<file path="src/rtl/icache_pkg.sv">
// rtl/icache_pkg.sv - shared types and field constants for the instruction cache
package icache_pkg;

  typedef enum logic [1:0] {
    IDLE     = 2'd0,
    MEM_READ = 2'd1,
    UPDATE   = 2'd2
  } state_t;

  localparam int TAG_MSB    = 9;
  localparam int TAG_LSB    = 7;
  localparam int IDX_MSB    = 6;
  localparam int IDX_LSB    = 4;
  localparam int WORD_MSB   = 3;
  localparam int WORD_LSB   = 2;
  localparam int BLOCK_BITS = 128;

  function automatic logic [31:0] word_sel(input logic [BLOCK_BITS-1:0] blk,
                                           input logic [31:0] w);
    return blk[w*32 +: 32];
  endfunction

endpackage

</file>
<file path="src/rtl/instr_cache_if.sv">
// rtl/instr_cache_if.sv - CPU fetch port and instruction-memory port of the cache
// master is the CPU/memory side, slave is the cache itself.
interface instr_cache_if import icache_pkg::*; ();

  logic [31:0]           PC;
  logic [31:0]           INSTRUCTION;
  logic                  BUSYWAIT;
  logic                  mem_read;
  logic [5:0]            mem_address;
  logic [BLOCK_BITS-1:0] mem_readdata;
  logic                  mem_busywait;

  modport master (
    output PC, mem_readdata, mem_busywait,
    input  INSTRUCTION, BUSYWAIT, mem_read, mem_address
  );

  modport slave (
    input  PC, mem_readdata, mem_busywait,
    output INSTRUCTION, BUSYWAIT, mem_read, mem_address
  );

endinterface

</file>
<file path="src/rtl/icache_array.sv">
// rtl/icache_array.sv - valid/tag/data storage with combinational hit and word read
module icache_array import icache_pkg::*; #(
  parameter int NUM_SETS = 8,
  parameter int IDX_W    = 3,
  parameter int TAG_W    = 3,
  parameter int WORD_W   = 2
) (
  input  logic                  CLK,
  input  logic                  RESET,
  input  logic [IDX_W-1:0]      rd_idx,
  input  logic [TAG_W-1:0]      rd_tag,
  input  logic [WORD_W-1:0]     rd_word,
  output logic                  hit,
  output logic [31:0]           rd_instr,
  input  logic                  wr_en,
  input  logic [IDX_W-1:0]      wr_idx,
  input  logic [TAG_W-1:0]      wr_tag,
  input  logic [BLOCK_BITS-1:0] wr_data
);

  logic [NUM_SETS-1:0]   valid_q;
  logic [TAG_W-1:0]      tag_q  [NUM_SETS];
  logic [BLOCK_BITS-1:0] data_q [NUM_SETS];

  always_ff @(posedge CLK) begin
    if (RESET) begin
      valid_q <= '0;
    end else if (wr_en) begin
      valid_q[wr_idx] <= 1'b1;
    end
  end

  // Tag/data need no reset, but a reset edge must still suppress a pending fill.
  always_ff @(posedge CLK) begin
    if (wr_en && !RESET) begin
      tag_q[wr_idx]  <= wr_tag;
      data_q[wr_idx] <= wr_data;
    end
  end

  assign hit      = valid_q[rd_idx] && (tag_q[rd_idx] == rd_tag);
  assign rd_instr = word_sel(data_q[rd_idx], 32'(rd_word));

endmodule

</file>
<file path="src/rtl/instr_cache.sv">
// rtl/instr_cache.sv - direct-mapped read-only instruction cache, refill FSM and memory handshake
module instr_cache import icache_pkg::*; #(
  parameter int ADDR_BITS       = 10,
  parameter int NUM_SETS        = 8,
  parameter int WORDS_PER_BLOCK = 4
) (
  input  logic          CLK,
  input  logic          RESET,
  instr_cache_if.slave  bus
);

  localparam int IDX_W   = $clog2(NUM_SETS);
  localparam int WORD_W  = $clog2(WORDS_PER_BLOCK);
  localparam int TAG_W   = ADDR_BITS - IDX_W - WORD_W - WORD_LSB;
  localparam int MADDR_W = TAG_W + IDX_W;

  state_t state_q, state_d;

  logic [MADDR_W-1:0]    miss_addr_q;
  logic [BLOCK_BITS-1:0] fill_buf_q;

  logic [WORD_W-1:0]  pc_word;
  logic [IDX_W-1:0]   pc_idx;
  logic [TAG_W-1:0]   pc_tag;
  logic               hit;
  logic               wr_en;
  logic               mem_read;
  logic [MADDR_W-1:0] mem_address;
  logic               busywait;
  logic [31:0]        rd_instr;
  logic               unused_pc;

  assign pc_word   = bus.PC[WORD_LSB +: WORD_W];
  assign pc_idx    = bus.PC[WORD_LSB + WORD_W +: IDX_W];
  assign pc_tag    = bus.PC[WORD_LSB + WORD_W + IDX_W +: TAG_W];
  assign unused_pc = ^{bus.PC[31:ADDR_BITS], bus.PC[WORD_LSB-1:0]};

  icache_array #(
    .NUM_SETS (NUM_SETS),
    .IDX_W    (IDX_W),
    .TAG_W    (TAG_W),
    .WORD_W   (WORD_W)
  ) u_array (
    .CLK      (CLK),
    .RESET    (RESET),
    .rd_idx   (pc_idx),
    .rd_tag   (pc_tag),
    .rd_word  (pc_word),
    .hit      (hit),
    .rd_instr (rd_instr),
    .wr_en    (wr_en),
    .wr_idx   (miss_addr_q[IDX_W-1:0]),
    .wr_tag   (miss_addr_q[MADDR_W-1:IDX_W]),
    .wr_data  (fill_buf_q)
  );

  always_ff @(posedge CLK) begin
    if (RESET) begin
      state_q     <= IDLE;
      miss_addr_q <= '0;
      fill_buf_q  <= '0;
    end else begin
      state_q <= state_d;
      if (state_q == IDLE && !hit) begin
        miss_addr_q <= {pc_tag, pc_idx};
      end
      if (state_q == MEM_READ && !bus.mem_busywait) begin
        fill_buf_q <= bus.mem_readdata;
      end
    end
  end

  // The refill works only from miss_addr_q, so PC may wander once the miss is latched.
  always_comb begin
    state_d     = state_q;
    mem_read    = 1'b0;
    mem_address = '0;
    busywait    = 1'b1;
    wr_en       = 1'b0;
    case (state_q)
      IDLE: begin
        busywait = !hit;
        if (!hit) begin
          state_d = MEM_READ;
        end
      end
      MEM_READ: begin
        mem_read    = 1'b1;
        mem_address = miss_addr_q;
        if (!bus.mem_busywait) begin
          state_d = UPDATE;
        end
      end
      UPDATE: begin
        wr_en   = 1'b1;
        state_d = IDLE;
      end
      default: begin
        state_d = IDLE;
      end
    endcase
  end

  assign bus.mem_read    = mem_read;
  assign bus.mem_address = mem_address;
  assign bus.BUSYWAIT    = busywait;
  assign bus.INSTRUCTION = rd_instr;

endmodule

</file>
<file path="src/flat_wrapper.sv">
// flat-port wrapper written by rule: the top's interface ports become plain ports
module instr_cache_flat import icache_pkg::*;
#(
  parameter int ADDR_BITS       = 10,
  parameter int NUM_SETS        = 8,
  parameter int WORDS_PER_BLOCK = 4
)
  (CLK, RESET, bus_PC, bus_mem_readdata, bus_mem_busywait, bus_INSTRUCTION, bus_BUSYWAIT, bus_mem_read, bus_mem_address);
  instr_cache_if bus_i ();
  input  logic CLK;
  input  logic RESET;
  input wire logic [$bits(bus_i.PC)-1:0] bus_PC;
  input wire logic [$bits(bus_i.mem_readdata)-1:0] bus_mem_readdata;
  input wire logic [$bits(bus_i.mem_busywait)-1:0] bus_mem_busywait;
  output wire logic [$bits(bus_i.INSTRUCTION)-1:0] bus_INSTRUCTION;
  output wire logic [$bits(bus_i.BUSYWAIT)-1:0] bus_BUSYWAIT;
  output wire logic [$bits(bus_i.mem_read)-1:0] bus_mem_read;
  output wire logic [$bits(bus_i.mem_address)-1:0] bus_mem_address;
  assign bus_i.PC = bus_PC;
  assign bus_i.mem_readdata = bus_mem_readdata;
  assign bus_i.mem_busywait = bus_mem_busywait;
  assign bus_INSTRUCTION = bus_i.INSTRUCTION;
  assign bus_BUSYWAIT = bus_i.BUSYWAIT;
  assign bus_mem_read = bus_i.mem_read;
  assign bus_mem_address = bus_i.mem_address;
  instr_cache #(.ADDR_BITS(ADDR_BITS), .NUM_SETS(NUM_SETS), .WORDS_PER_BLOCK(WORDS_PER_BLOCK)) u_core (.CLK(CLK), .RESET(RESET), .bus(bus_i));
endmodule
</file>
<file path="config.mk">
export PLATFORM = sky130hd
export DESIGN_NAME = instr_cache_flat
export DESIGN_NICKNAME = d
export VERILOG_FILES = /design/src/rtl/icache_pkg.sv /design/src/rtl/instr_cache_if.sv /design/src/rtl/icache_array.sv /design/src/rtl/instr_cache.sv /design/src/flat_wrapper.sv
export SDC_FILE = /design/constraint.sdc
export NUM_CORES = 1
export LEC_CHECK = 0
export BUFFER_PORTS_ARGS = -buffer_cell sky130_fd_sc_hd__clkbuf_2
export CAP_MARGIN = 20
export CELL_PAD_IN_SITES_DETAIL_PLACEMENT = 0
export CELL_PAD_IN_SITES_GLOBAL_PLACEMENT = 1
export CORE_MARGIN = 1
export CORE_UTILIZATION = 40
export DETAILED_ROUTE_END_ITERATION = 7
export PLACE_DENSITY = 0.59
export SYNTH_ARGS = -nofsm -noshare
export SYNTH_HDL_FRONTEND = slang
export SYNTH_SLANG_ARGS = --single-unit
</file>
<file path="constraint.sdc">
create_clock -name CLK -period 29.5 [get_ports CLK]
set_clock_uncertainty 0.1 [all_clocks]
set_input_delay 5.9 -clock CLK [delete_from_list [all_inputs] [get_ports CLK]]
set_output_delay 5.9 -clock CLK [all_outputs]
set_load 0.05 [all_outputs]
</file>
==> implementation parameters <==
Parameter                              Value

Run status
  Outcome    finished, final reports clean

GRT
  Total routing usage reported by global routing    0.186
  Maximum number of pins on one net before global-route repair    129
  Global-route congestion overflow total    0
  Via count of the first global-routing pass    22,519
  Antenna violations before repair    3
  Wire length of the first global-routing pass    151,000 µm

Place
  Placer Congestion    0.689
  Number of port buffers    178
  Post-detailed-placement half-perimeter wirelength    52,200 µm
  Placed cell count    3,703

Clock tree
  Clock latency reported for the late side of the worst-skew pair    710 ps
  Number of buffers added to fix hold violations after cts    0
  CTS clock-pin slew for the worst setup and hold paths    60 ps
  Total number of H-tree levels    4
  CTS sink count    1,192
  Root buffer selected by CTS    clkbuf_16
  Max Root-Sink Buffers    3
  Count of buffers added by post-CTS timing repair for setup    0
  Number of buffers created by CTS    130
  CTS tree    built
  Number of gates given a new drive strength after cts    0

Cells and area
  Number of filler cells placed in the layout    9,321
  Layout Cells excl Fill    3,939
  Area grow syn2layout    15.2%
  Total inserted antenna cells    0
  Share of post-route cells with drive strength above 1    0.313
  Final net count    2,510

Synth
  Combined area of all synthesized cells    44,700 µm²
  Mapped Nets    2,293
  Part of the Yosys area used for sequential elements    0.768
  Count of warnings emitted by yosys    0
  Number of enable-type register cells in the synthesized netlist    1,048
  Syn_area_per_cell    21.0 µm²
  Share of synthesized registers carrying an async set or reset    0
  Synth Flop Type    edfxtp_1
  Count of distinct cell types in the synthesized netlist    27
  Synth Register Bits    1,192
  Gate Count Post-Synth    2,130

Floorplan
  Starting Density    0.404
  Vertical die dimension    336 µm
  Die area    113,000 µm²
  Std-Cell Rows    122
  Placeable Area    111,000 µm²
  DIE WIDTH    336 µm
  Number of primary I/O pins    203

STA
  Final number of hold-violating endpoints    0
  Final Slew Violations    0
  Final critical delay including setup and external delays    15,900 ps
  Highest clock rate    62.9 MHz
  Unrepaired setup endpoints after global routing    no
  Setup tns final    0 ps
  Number of setup violations in the final report    0
  Post-route clock period utilization    0.539
  Relative max-transition margin    0.294
  Slew of the pin with the lowest slew margin    1060 ps

Power and ir drop
  Ratio of total power to cell area    69.9 nW/µm²
  Peak ir drop on the vdd network    0.0000475 V
  LEAKAGE    15.6 nW

Setup path
  Arrival time at the worst endpoint    9900 ps
  Start of the worst register-to-register path    u_core.state_q[0]
  Critical path type    input port to output pin
  Reg-to-reg setup timing slack    26,430 ps
  Depth of the worst register-to-register path    5
  Crit end category    output pin
  Required @ worst endpoint    23,500 ps
  Worst setup SP type    input port
  Worst-path maximum fanout    103
  Reg-to-Reg End    u_core.u_array.data_q[7][125]

Hold path
  Hold Crit Endpoint    u_core.u_array.valid_q[6]
  Worst hold path cell count    1
  Hold path startpoint    u_core.u_array.valid_q[6]
  Worst hold path class    flip-flop to flip-flop

Route
  Wire length per cell after detailed routing    26.1 µm
  Count of unresolved DRC violations after routing    0
  Number of optimization iterations in the first detailed-route pass    7
  Via-to-Cell Ratio    5.29
  Drt first-iter violations    1,506
  Via count of the routed design    20,823
  ANT nets after route    0
  DRT Wirelength    103,000 µm

Job
  Reported max-cap violation count    0
==> kinds of logic after synthesis <==
kind of cell           synth area share
multiplexers                      0.176
buffers and inverters            0.0131
AO/OA/AOI/OAI                    0.0164
XOR/XNOR                       0.000588
AND/OR/NAND/NOR                  0.0258
flip-flops                        0.768
==> state kept, by name, indices dropped and copies added (netlist names) <==
name	count
u_core.miss_addr_q	6
u_core.state_q	2
u_core.u_array.valid_q	8
u_core.fill_buf_q	128
u_core.u_array.tag_q	24
u_core.u_array.data_q	1024
==> critical path: stages <==
cell      delay (ps)
buf_8            520
buf_12           660
buf_4            820
mux4_2           610
mux4_2           590
mux2_2           340
clkbuf_2         250
==> per-layer routing <==
metal	share of wire	up-vias	global-route usage	wire [µm]
met1	0.42	11132	0.240	43000
met5	0.00018	-	0	18
met2	0.52	437	0.323	53300
met4	0.018	4	0.0507	1870
met3	0.043	134	0.0324	4450
li1	-	9116	-	-
==> placed cells by master, fill, tap and decap left out, drive strengths merged, types with 5 or more instances in the layout <==
cell / instances
mux4: 325
dfxtp: 144
bufinv: 5
nor2: 8
a21oi: 128
edfxtp: 1048
and2: 7
mux2i: 18
a21o: 8
mux2: 33
clkbuf: 361
nand2: 269
buf: 36
clkinv: 38
==> how the worst max path moves through the flow <==
stage	cells past startpoint	to	slack [ps]	startpoint
detailed placement	7	bus_INSTRUCTION[11]	13370	bus_PC[4]
CTS	7	bus_INSTRUCTION[11]	13370	bus_PC[4]
floorplan	3	u_core.u_array.data_q[1][0]	13560	RESET
finish	7	bus_INSTRUCTION[10]	13600	bus_PC[4]
global route	7	bus_INSTRUCTION[11]	13230	bus_PC[4]
global placement	7	bus_INSTRUCTION[11]	13390	bus_PC[4]
==> cell usage after synthesis, types with 6 or more instances <==
cell type / instances / area, µm²
mux2_2: 33 / 372
edfxtp_1: 1048 / 31500
clkbuf_1: 57 / 214
nor2_1: 8 / 30.0
and2_1: 7 / 43.8
buf_1: 6 / 22.5
mux2i_1: 18 / 180
a21o_1: 8 / 60.1
a21oi_1: 128 / 641
dfxtp_1: 144 / 2880
nand2_1: 269 / 1010
mux4_2: 325 / 7320
buf_2: 51 / 255
==> layout make-up <==
cell class | instances | area, µm² | share of cell area
Clock buffer | 188 | 3800 | 0.0738
Clock inverter | 48 | 367 | 0.00712
Inverter | 1 | 3.75 | 0.0000729
Multi-Input combinational cell | 813 | 9860 | 0.191
Sequential cell | 1192 | 34400 | 0.667
Tap cell | 1488 | 1860 | 0.0361
Timing Repair Buffer | 209 | 1270 | 0.0247
==> report_power, final <==
part / switching [mW] / total, mW / internal (mW) / leakage, nW
sequential: 0.0209 / 1.87 / 1.85 / 9.89
combinational: 0.102 / 0.169 / 0.0672 / 3.63
clock: 0.630 / 1.57 / 0.937 / 2.05
==> through the flow <==
stage	hold slack, ps	cell area (µm²)	power [mW]	utilization	setup WS [ps]
floorplan	321	44700	2.01	-	13560
global placement	328	47300	2.07	0.427	13390
detailed placement	337	47300	2.08	0.427	13370
CTS	350	51500	3.65	0.465	13370
global route	369	51500	3.72	0.465	13230
finish	348	51500	3.60	0.465	13600
(Power assumes the default switching activity.)
